`src/rtl/wdt_multi_ch.sv`:
```
// Multi-channel watchdog: one shared slow tick, per-channel kick/enable/timeout,
// pre-timeout warning, registered timeout and sticky expiry flag.
module wdt_multi_ch #(
  parameter int CH_NUM      = 4,
  parameter int CNT_W       = 10,
  parameter int WARN_MARGIN = 2,
  parameter int AUTO_REARM  = 1
) (
  input  logic                    i_clk,
  input  logic                    i_rst_n,
  input  logic                    i_tick,
  input  logic [CH_NUM-1:0]       i_kick,
  input  logic [CH_NUM-1:0]       i_en,
  input  logic [CH_NUM*CNT_W-1:0] i_timeout,
  input  logic [CH_NUM-1:0]       i_sticky_clr,
  output logic [CH_NUM-1:0]       o_warn,
  output logic [CH_NUM-1:0]       o_timeout,
  output logic [CH_NUM-1:0]       o_timeout_sticky,
  output logic                    o_timeout_any
);

  typedef enum logic [1:0] {IDLE = 2'd0, RUN = 2'd1, EXPIRED = 2'd2} state_t;

  logic              tick_s1, tick_s2, tick_d, tick_p;
  logic [CH_NUM-1:0] kick_s1, kick_s2, kick_d, kick_p;
  logic [CH_NUM-1:0] warn_n, expired_n, sticky_set;

  // Synchronisers reset high so an input already high at release is not an edge
  always_ff @(posedge i_clk or negedge i_rst_n) begin
    if (!i_rst_n) begin
      tick_s1 <= 1'b1;
      tick_s2 <= 1'b1;
      tick_d  <= 1'b1;
      kick_s1 <= '1;
      kick_s2 <= '1;
      kick_d  <= '1;
    end else begin
      tick_s1 <= i_tick;
      tick_s2 <= tick_s1;
      tick_d  <= tick_s2;
      kick_s1 <= i_kick;
      kick_s2 <= kick_s1;
      kick_d  <= kick_s2;
    end
  end

  assign tick_p = tick_s2 & ~tick_d;
  assign kick_p = kick_s2 & ~kick_d;

  for (genvar n = 0; n < CH_NUM; n++) begin : g_ch
    state_t           state, state_n;
    logic [CNT_W-1:0] cnt, cnt_n, to, thr;
    logic [CNT_W:0]   cnt_inc;

    assign to      = i_timeout[n*CNT_W +: CNT_W];
    assign thr     = (to > CNT_W'(WARN_MARGIN)) ? (to - CNT_W'(WARN_MARGIN)) : '0;
    assign cnt_inc = {1'b0, cnt} + (CNT_W+1)'(1);

    always_comb begin
      state_n = state;
      cnt_n   = cnt;
      if (!i_en[n] || (to == '0)) begin
        state_n = IDLE;
        cnt_n   = '0;
      end else begin
        case (state)
          IDLE: begin
            state_n = RUN;
            cnt_n   = '0;
          end
          RUN: begin
            if (kick_p[n]) begin
              cnt_n = '0;
            end else if (tick_p) begin
              // Live compare: a timeout lowered below the count expires, never wraps
              if (cnt_inc >= {1'b0, to}) begin
                state_n = EXPIRED;
                cnt_n   = to;
              end else begin
                cnt_n = cnt_inc[CNT_W-1:0];
              end
            end
          end
          EXPIRED: begin
            if ((AUTO_REARM != 0) && kick_p[n]) begin
              state_n = RUN;
              cnt_n   = '0;
            end
          end
          default: begin
            state_n = IDLE;
            cnt_n   = '0;
          end
        endcase
      end
    end

    assign warn_n[n]     = (state_n == RUN) && (cnt_n >= thr);
    assign expired_n[n]  = (state_n == EXPIRED);
    assign sticky_set[n] = (state == RUN) && (state_n == EXPIRED);

    always_ff @(posedge i_clk or negedge i_rst_n) begin
      if (!i_rst_n) begin
        state <= IDLE;
        cnt   <= '0;
      end else begin
        state <= state_n;
        cnt   <= cnt_n;
      end
    end
  end

  // Outputs registered from next state so they align with the state change
  always_ff @(posedge i_clk or negedge i_rst_n) begin
    if (!i_rst_n) begin
      o_warn           <= '0;
      o_timeout        <= '0;
      o_timeout_sticky <= '0;
      o_timeout_any    <= 1'b0;
    end else begin
      o_warn           <= warn_n;
      o_timeout        <= expired_n;
      o_timeout_sticky <= sticky_set | (o_timeout_sticky & ~i_sticky_clr);
      o_timeout_any    <= |expired_n;
    end
  end

endmodule
```
`config.mk`:
```
export PLATFORM = sky130hd
export DESIGN_NAME = wdt_multi_ch
export DESIGN_NICKNAME = d
export VERILOG_FILES = /design/src/rtl/wdt_multi_ch.sv
export SDC_FILE = /design/constraint.sdc
export NUM_CORES = 1
export LEC_CHECK = 0
export ABC_AREA = 1
export CORE_MARGIN = 2
export CORE_UTILIZATION = 50
export DETAILED_ROUTE_END_ITERATION = 12
export PLACE_DENSITY_LB_ADDON = 0.15
export SLEW_MARGIN = 20
export SYNTH_ARGS = -nofsm -noshare
export SYNTH_HDL_FRONTEND = slang
export SYNTH_SLANG_ARGS = --single-unit
export TNS_END_PERCENT = 50
```
`constraint.sdc`:
```
create_clock -name i_clk -period 4.6 [get_ports i_clk]
set_input_delay 0.46 -clock i_clk [delete_from_list [all_inputs] [get_ports i_clk]]
set_output_delay 0.46 -clock i_clk [all_outputs]
set_load 0.1 [all_outputs]
```
==> reports/metrics.yaml, run 1 <==
rr_worst_depth: 22
whs_ns: 0.148
status: "completed"
post_cts_resize_count: 0
yosysSeqAreaShare_pct: 25.2
timing.final.crit_share_pct: 84.9
drc: 0
worst-path-stages: 22
yosysUniqueCellTypes: 38
critPathSlowestCell: "dfrtp_1"
synth_mux_area_share_pct: 0
synth_area_leaders: "dfrtp_1 20%, ha_1 17%, nand2_1 16%"
cp_top_family: "simple AND/OR/NAND/NOR gates"
crit_path_frequent_cell: "nand2_1"
num_rows: 45
diodes: 0
crit_chain: "ha_1 -> nand2_1 -> nor2_1 -> xor2_1 -> inv_1 -> ha_1 -> a21oi_1 -> o21a_1 -> nand2_1 -> nand2_1 -> nand2_2 -> nand2_1 -> nand3_1 -> nand2_1 -> a21oi_1 -> ha_1 -> nand2_1 -> nor2_1 -> o211ai_1 -> o2111ai_1 -> nor2_1 -> nor3_1"
fillCellCount: 1434
synth-simple-area-share_pct: 31.6
die_width_um: 127
synth_area_um2: 7620
synthCells: 1149
syn_nets: 1308
dr.first_iter.drc_count: 604
layout-drive-gt1-share_pct: 5.93
utilization_pct: 58.4
critPathMaxStageDelay_ns: 0.52
power.density_nw_per_um2: 205
cts_buffers: 9
cp-end-kind: "register"
drt.antenna.violating_nets: 0
cp_max_fo: 11
syn_area_per_cell_um2: 6.63
synth_ff_type: "dfrtp_1"
cts_root_buf: "clkbuf_16"
overflow: 0
start_util_pct: 50.7
clk_pin_slew_ns: 0.06
relSlewSlack_pct: 31.0
die_y_um: 127
antenna_found_initial: 0
async_flop_share_pct: 100
syn_to_final_growth_pct: 15.2
cp-start-kind: "register"
dieArea_um2: 16200
synth_compound_area_share_pct: 13.4
clock_latency_ns: 0.33
grt_usage_pct: 23.9
grt_pass1_vias: 6855
fmax_ghz: 0.256
yosys_warnings: 0
hold_buffers: 0
hold_class: "in2async"
fin_crit_ns: 3.91
wl_mm: 18.6
via_per_inst: 5.23
synth_common_cells: "316 x nand2_1, 168 x inv_1, 104 x ha_1, 103 x nor2_1, 102 x a21oi_1"
grt_pass1_wl_mm: 32.0
ir_drop_mv: 0.170
rsz0062_at_grt: "false"
synth_area_leader_cell: "dfrtp_1"
ys_seq_elements: 76
clk_path_buf_depth: 2
first_pass_iters: 5
synth_xor_area_share_pct: 2.76
path_class: "reg2reg"
finClkSkew_ns: 0.00303
globalplace.congestion: 0.912
grt_max_degree: 77
arrival_ns: 4.16
vias: 7344
h-tree-depth: 3
io_buffers: 67
synth_top_family_by_area: "simple AND/OR/NAND/NOR gates"
wire_per_inst_um: 13.3
numClockSinks: 76
setup_tns_ns: 0
yosysMostFrequentCell: "nand2_1"
leakage_nw: 4.41
required_ns: 4.85
setup_viol: 0
slew_viol_final: 0
top_level_ports: 68
netlist.area_leader.share_pct: 20.0
synth_edf_count: 0
crit_buf_inv: 1
synth-adder-area-share_pct: 17.1
cts_tree: "yes"
tightest_slew_ns: 1.03
core_area_um2: 15000
postCtsSetupBuffers: 0
dp_hpwl_mm: 14.5
hold_viol_final: 0
nNetsFinal: 1369
cap_violations: 0
cell families (layout without fill, tap and decap cells):
family	after synthesis	in the layout
XOR/XNOR	24	24
buffers and inverters	193	259
adder cells (fa/ha/maj)	104	104
flip-flops	76	76
AO/OA/AOI/OAI	185	185
AND/OR/NAND/NOR	567	567
stage by stage:
step	power, mW	cells	area (µm²)	setup WS, ns
floorplan	0.891	1149	7620	1.29
global placement	1.02	1387	8440	0.793
detailed placement	1.02	1387	8440	0.736
CTS	1.82	1403	8770	0.732
global route	1.90	1403	8780	0.293
finish	1.80	1403	8780	0.693
path summary, 6_finish.rpt:
path	slack, ns	end	from
worst max-delay path	0.69	o_warn[2]	g_ch[2].cnt[0]
worst min-delay path	0.15	g_ch[1].cnt[0]	i_rst_n
worst max register to register	0.69	o_warn[2]	g_ch[2].cnt[0]
worst min register to register	0.35	tick_s2	tick_s1
max in group asynchronous	3.96	g_ch[3].state[1]	i_rst_n
min in group i_clk	0.35	tick_s2	tick_s1
power breakdown:
part           total (mW)  switching [mW]  internal, mW  leakage (nW)
Sequential          0.697         0.00994         0.687          1.00
Combinational       0.312           0.192         0.120          3.25
Clock               0.795           0.289         0.506         0.158
cell type report:
| type | count | area [µm²] | area share, % |
|---|---|---|---|
| repair buffers | 69 | 687 | 7.83 |
| well taps | 188 | 235 | 2.68 |
| inverters | 174 | 653 | 7.44 |
| flip-flops and latches | 76 | 1920 | 21.9 |
| clock inverters | 5 | 83.8 | 0.955 |
| clock buffers | 11 | 253 | 2.88 |
| multi-input cells | 880 | 4940 | 56.3 |
layout by cell type, fill, tap and decap left out, types with 3 or more instances in the layout:
cell type	netlist	layout
a21o_1	6	6
a21oi_1	102	102
a21oi_2	4	4
clkbuf_16	0	9
clkdlybuf4s50_1	0	66
dfrtp_1	61	61
dfstp_2	15	15
ha_1	104	104
inv_1	168	168
inv_2	6	6
nand2_1	316	316
nand2_2	4	4
nand3_1	90	90
nand3_2	3	3
nand4_1	11	11
nor2_1	103	103
nor2_2	7	6
nor3_1	13	13
nor3_2	3	3
nor4_1	5	5
o2111ai_1	4	4
o211ai_1	4	4
o21a_1	6	6
o21ai_0	40	40
o21ai_1	13	13
or2_2	6	6
xor2_1	24	24
registers in the layout (all words and copies together) (netlist names):
name,count
o_timeout_any,1
g_ch.cnt,40
tick_d,1
o_warn,4
o_timeout_sticky,4
o_timeout,4
tick_s1,1
g_ch.state,8
kick_d,4
kick_s2,4
tick_s2,1
kick_s1,4
worst reg2reg max path: stages (launching register included):
cell and delay, ns:
dfrtp_1 0.52, ha_1 0.31, nand2_1 0.07, nor2_1 0.11
xor2_1 0.16, inv_1 0.07, ha_1 0.29, a21oi_1 0.15
o21a_1 0.12, nand2_1 0.05, nand2_1 0.29, nand2_2 0.26
nand2_1 0.13, nand3_1 0.08, nand2_1 0.08, a21oi_1 0.08
ha_1 0.32, nand2_1 0.09, nor2_1 0.17, o211ai_1 0.12
o2111ai_1 0.10, nor2_1 0.06, nor3_1 0.18
per-layer routing:
metal	wire length [µm]	global-route usage [%]	vias to the layer above
li1	-	-	3843
met5	0	0	-
met1	8940	33.6	3314
met4	293	6.85	0
met3	841	3.10	21
met2	8560	38.6	166
(Power assumes the default switching activity.)
==> run 2: changes to the inputs <==
- clock period: 4.6 -> 3.1 ns (I/O delays scaled with it)
==> run 2 against run 1 <==
Against the previous run: hold slack worse by 0.047 ns; the flow now finishes with violations (setup timing); global-route usage rose by 2.5 points; via count up 16%; critical path depth rose by 1; sequential share of layout area fell by 4.5 points; critical path type unchanged.
==> reports/metrics.yaml, run 2 (synthesis gave the netlist of run 1 again) <==
numClockSinks: 76
globalplace.congestion: 0.905
num_rows: 45
slew_viol_final: 0
tightest_slew_ns: 0.979
drc: 0
status: "complete, but fails checks"
leakage_nw: 5.59
cap_violations: 0
layout-drive-gt1-share_pct: 28.2
overflow: 0
core_area_um2: 15000
die_width_um: 127
top_level_ports: 68
violations: "setup timing"
wire_per_inst_um: 13.7
nNetsFinal: 1589
clock_latency_ns: 0.33
hold_viol_final: 0
whs_ns: 0.101
via_per_inst: 5.27
ir_drop_mv: 0.259
regMostFlops: "g_ch.cnt"
path_class: "reg2reg"
cts_root_buf: "clkbuf_16"
setup_tns_ns: -1.46
finClkSkew_ns: 0.00406
arrival_ns: 3.83
crit_chain: "nand3_2 -> nor2_2 -> nand3_2 -> buf_4 -> nand2_2 -> inv_1 -> ha_1 -> nand2_1 -> inv_1 -> a21oi_1 -> nand2_1 -> nand2_2 -> nand2_4 -> o21ai_0 -> nand2_1 -> a21oi_1 -> ha_1 -> a21oi_1 -> o21ai_0 -> nand2_1 -> o2111ai_1 -> nor2_1 -> nor3_1"
critPathMaxStageDelay_ns: 0.39
io_buffers: 67
dp.cells: 1572
wl_mm: 22.3
timing.final.crit_share_pct: 116
diodes: 0
vias: 8544
dp_hpwl_mm: 15.9
cp_top_family: "simple AND/OR/NAND/NOR gates"
stdcell_count: 1622
power.density_nw_per_um2: 251
setup_slack_ns: -0.508
fmax_ghz: 0.277
utilization_pct: 73.4
drt.antenna.violating_nets: 0
cp-start-kind: "register"
required_ns: 3.32
rsz0062_at_grt: "true"
h-tree-depth: 3
syn_to_final_growth_pct: 44.9
layout_commonest_cell: "nand2_1"
largest_reg_flops: 40
dieArea_um2: 16200
crit_buf_inv: 3
crit_path_frequent_cell: "nand2_1"
grt_max_degree: 77
reg.largest.list: "g_ch.cnt x40, g_ch.state x8"
hold_buffers: 0
final_cell_mix: "295 x nand2_1, 203 x buf_4, 164 x inv_1"
setup_viol: 4
dr.first_iter.drc_count: 716
critPathSlowestCell: "dfrtp_1"
grt_pass1_vias: 7738
fin_crit_ns: 3.61
cp_max_fo: 8
grt_usage_pct: 26.4
grt_pass1_wl_mm: 35.0
antenna_found_initial: 0
clk_pin_slew_ns: 0.06
power.total_mw: 2.77
clk_path_buf_depth: 2
cts_tree: "yes"
hold_class: "in2async"
die_y_um: 127
cts_buffers: 9
first_pass_iters: 5
relSlewSlack_pct: 34.6
start_util_pct: 50.7
cp-end-kind: "register"
[run 2: cell types whose count changed in the layout (fill, tap and decap cells not counted), sizes merged]
cell	previous run	this run
clkbuf	11	9
buf	3	219
nand2	322	325
inv	174	176
[run 2: cell type report]
type	instances	area, µm²
Clock buffer	9	225
Clock inverter	6	88.8
Timing Repair inverter	1	6.26
Fill cell	1191	3990
Inverter	174	661
Sequential cell	76	1920
Timing Repair Buffer	285	2420
Multi-Input combinational cell	883	5490
Tap cell	188	235
[run 2: routing by layer]
metal	vias to the layer above	GRT usage, %	routed length, µm
li1	4292	-	-
met1	3936	34.7	9690
met2	253	44.8	10800
met3	63	3.52	1060
met4	0	8.99	692
met5	-	0	0
[run 2: path summary, 6_finish.rpt]
path | from | cells past startpoint | slack [ns] | end
setup / recovery | g_ch[1].cnt[1] | 23 | -0.51 | o_warn[1]
hold / removal | i_rst_n | 1 | 0.10 | o_warn[1]
setup reg to reg | g_ch[1].cnt[1] | 23 | -0.51 | o_warn[1]
hold reg to reg | kick_s1[3] | 0 | 0.36 | kick_s2[3]
max in group asynchronous | i_rst_n | 1 | 2.30 | g_ch[2].cnt[2]
min in group i_clk | kick_s1[3] | 0 | 0.36 | kick_s2[3]
[run 2: metrics by stage]
stage	cell area [µm²]	setup slack [ns]
after floorplan	7620	-0.202
after global placement	9900	-0.417
after detailed placement	9900	-0.484
after CTS	10600	-0.379
after global routing	11000	-0.755
final	11000	-0.508
[run 2: report_power, final]
| group | internal, mW | switching [mW] |
|---|---|---|
| Combinational | 0.280 | 0.340 |
| Sequential | 1.02 | 0.0131 |
| Clock | 0.701 | 0.414 |
| Total | 2.00 | 0.767 |
[run 2: what timing repair did]
action                     4_1_cts  5_1_grt
gates cloned                     3        1
buffers inserted                16       15
pin swaps                       40       71
gates resized for setup         66       80
setup endpoints to repair        4        5
==> run 3: changes to the inputs <==
- REMOVE_ABC_BUFFERS: not set -> 1
==> run 3 against run 2 <==
Against the previous run: the run still ends with setup timing left; clock power is essentially flat; cell area down 2.5%; via count shrank 3.1%; die area unchanged; clock skew up 0.0030 ns; critical path depth unchanged; total power is essentially flat; count of clock-buffer cells in the layout increased by 2; sequential power barely moved; routed wire length shrank 1.0%; register-to-register slack gained 0.11 ns.
==> reports/metrics.yaml, run 3 (synthesis gave the netlist of run 1 again) <==
rsz0062_at_grt: "true"
regMostFlops: "g_ch.cnt"
h-tree-depth: 3
top_level_ports: 68
p_switching_mw: 0.805
swShare_pct: 29.1
clk_path_buf_depth: 2
path_class: "reg2reg"
violations: "setup timing"
via_per_inst: 5.19
core_area_um2: 15000
whs_ns: 0.103
drc: 0
largest_reg_flops: 40
p_int_mw: 1.96
cts_tree: "yes"
place_area_um2: 9770
cts_root_buf: "clkbuf_16"
cp-start-kind: "register"
clkPwrFrac_pct: 40.9
die_width_um: 127
cap_violations: 0
syn_to_final_growth_pct: 41.2
leakage_nw: 5.42
layout_commonest_cell: "nand2_1"
setup_tns_ns: -1.08
cp_max_fo: 5
cts_buffers: 9
hold_class: "in2async"
cp-end-kind: "register"
dp.cells: 1561
die_y_um: 127
slew_viol_final: 0
wire_per_inst_um: 13.8
drt.antenna.violating_nets: 0
globalplace.congestion: 0.911
final_cell_area_um2: 10800
ir_drop_mv: 0.265
clk_pin_slew_ns: 0.07
fin_crit_ns: 3.50
stdcell_count: 1594
layout-drive-gt1-share_pct: 25.2
setup_viol: 4
p_seq_share_pct: 37.3
overflow: 0
start_util_pct: 50.7
numClockSinks: 76
hold_viol_final: 0
clock_latency_ns: 0.34
relSlewSlack_pct: 33.3
fmax_ghz: 0.286
status: "complete, but fails checks"
dr.first_iter.drc_count: 561
vias: 8276
grt_pass1_vias: 7941
first_pass_iters: 7
p_comb_share_pct: 21.9
grt_usage_pct: 27.0
setup_slack_ns: -0.402
finClkSkew_ns: 0.00711
timing.final.crit_share_pct: 113
nNetsFinal: 1560
hold_buffers: 0
final_cell_mix: "300 x nand2_1, 185 x buf_4, 164 x inv_1"
tightest_slew_ns: 0.998
reg.largest.list: "g_ch.cnt x40, g_ch.state x8"
power.density_nw_per_um2: 257
grt_max_degree: 77
grt_pass1_wl_mm: 36.2
io_buffers: 67
arrival_ns: 3.73
place_ws_ns: -0.425
diodes: 0
antenna_found_initial: 0
num_rows: 45
required_ns: 3.33
dieArea_um2: 16200
dp_hpwl_mm: 16.4
wl_mm: 22.0
run 3: path summary, 6_finish.rpt:
kind | start | endpoint | slack (ns) | cells past startpoint
setup / recovery | g_ch[0].cnt[1] | o_warn[0] | -0.40 | 23
min in group i_clk | kick_s1[1] | kick_s2[1] | 0.35 | 0
max in group asynchronous | i_rst_n | g_ch[2].cnt[1] | 2.29 | 1
setup reg to reg | g_ch[0].cnt[1] | o_warn[0] | -0.40 | 23
hold / removal | i_rst_n | o_timeout[0] | 0.10 | 1
hold reg to reg | kick_s1[1] | kick_s2[1] | 0.35 | 0
run 3: timing repair:
item,4_1_cts,5_1_grt
endpoints found under the setup margin,4,6
cloned,2,0
pin swaps,13,52
buffers inserted,4,11
resized for setup,44,89
run 3: area by class of cell:
class | count | area, µm²
clock buffers | 11 | 253
clock inverters | 5 | 65.1
fillers | 1260 | 4270
inverters | 174 | 668
multi-input cells | 882 | 5470
flip-flops and latches | 76 | 1920
well taps | 188 | 235
repair buffers | 258 | 2150
run 3: layer usage:
layer	share of wire [%]	wire length, µm	vias to the layer above	GRT usage, %
met3	4.1	905	19	2.64
met5	0	0	-	0
met1	46	10100	3823	36.6
li1	-	-	4238	-
met2	49	10800	196	47.2
met4	1.2	255	0	5.56
run 3: through the flow:
stage / utilization [%] / power [mW]
floorplan: - / 1.32
global placement: 65.0 / 1.60
detailed placement: 65.0 / 1.61
CTS: 68.6 / 2.75
global route: 71.6 / 2.91
finish: 71.6 / 2.77
run 3: power by group through the flow:
stage / clock [mW] / sequential [mW] / combinational, mW
2_1_floorplan: 0 / 1.05 / 0.267
6_report: 1.13 / 1.03 / 0.605
3_5_place_dp: 0 / 1.05 / 0.562
3_3_place_gp: 0 / 1.05 / 0.554
5_1_grt: 1.20 / 1.03 / 0.676
4_1_cts: 1.15 / 1.03 / 0.575
run 3: critical path, stage by stage, from the launching register on:
cell and delay (ns):
dfrtp_1 0.45, buf_6 0.14, ha_4 0.13, nand3_4 0.08, nor2_4 0.12, buf_6 0.12, nand3_4 0.06, xor2_2 0.20
inv_2 0.07, ha_4 0.16, a21oi_2 0.13, nand2_2 0.08, nor2_4 0.19, nand2_2 0.14, o21ai_1 0.21, nand2_1 0.10
a21oi_2 0.17, ha_1 0.25, nand2_1 0.10, nor2_1 0.07, o211ai_1 0.09, o2111ai_1 0.12, nor2_1 0.16, nor3_1 0.07
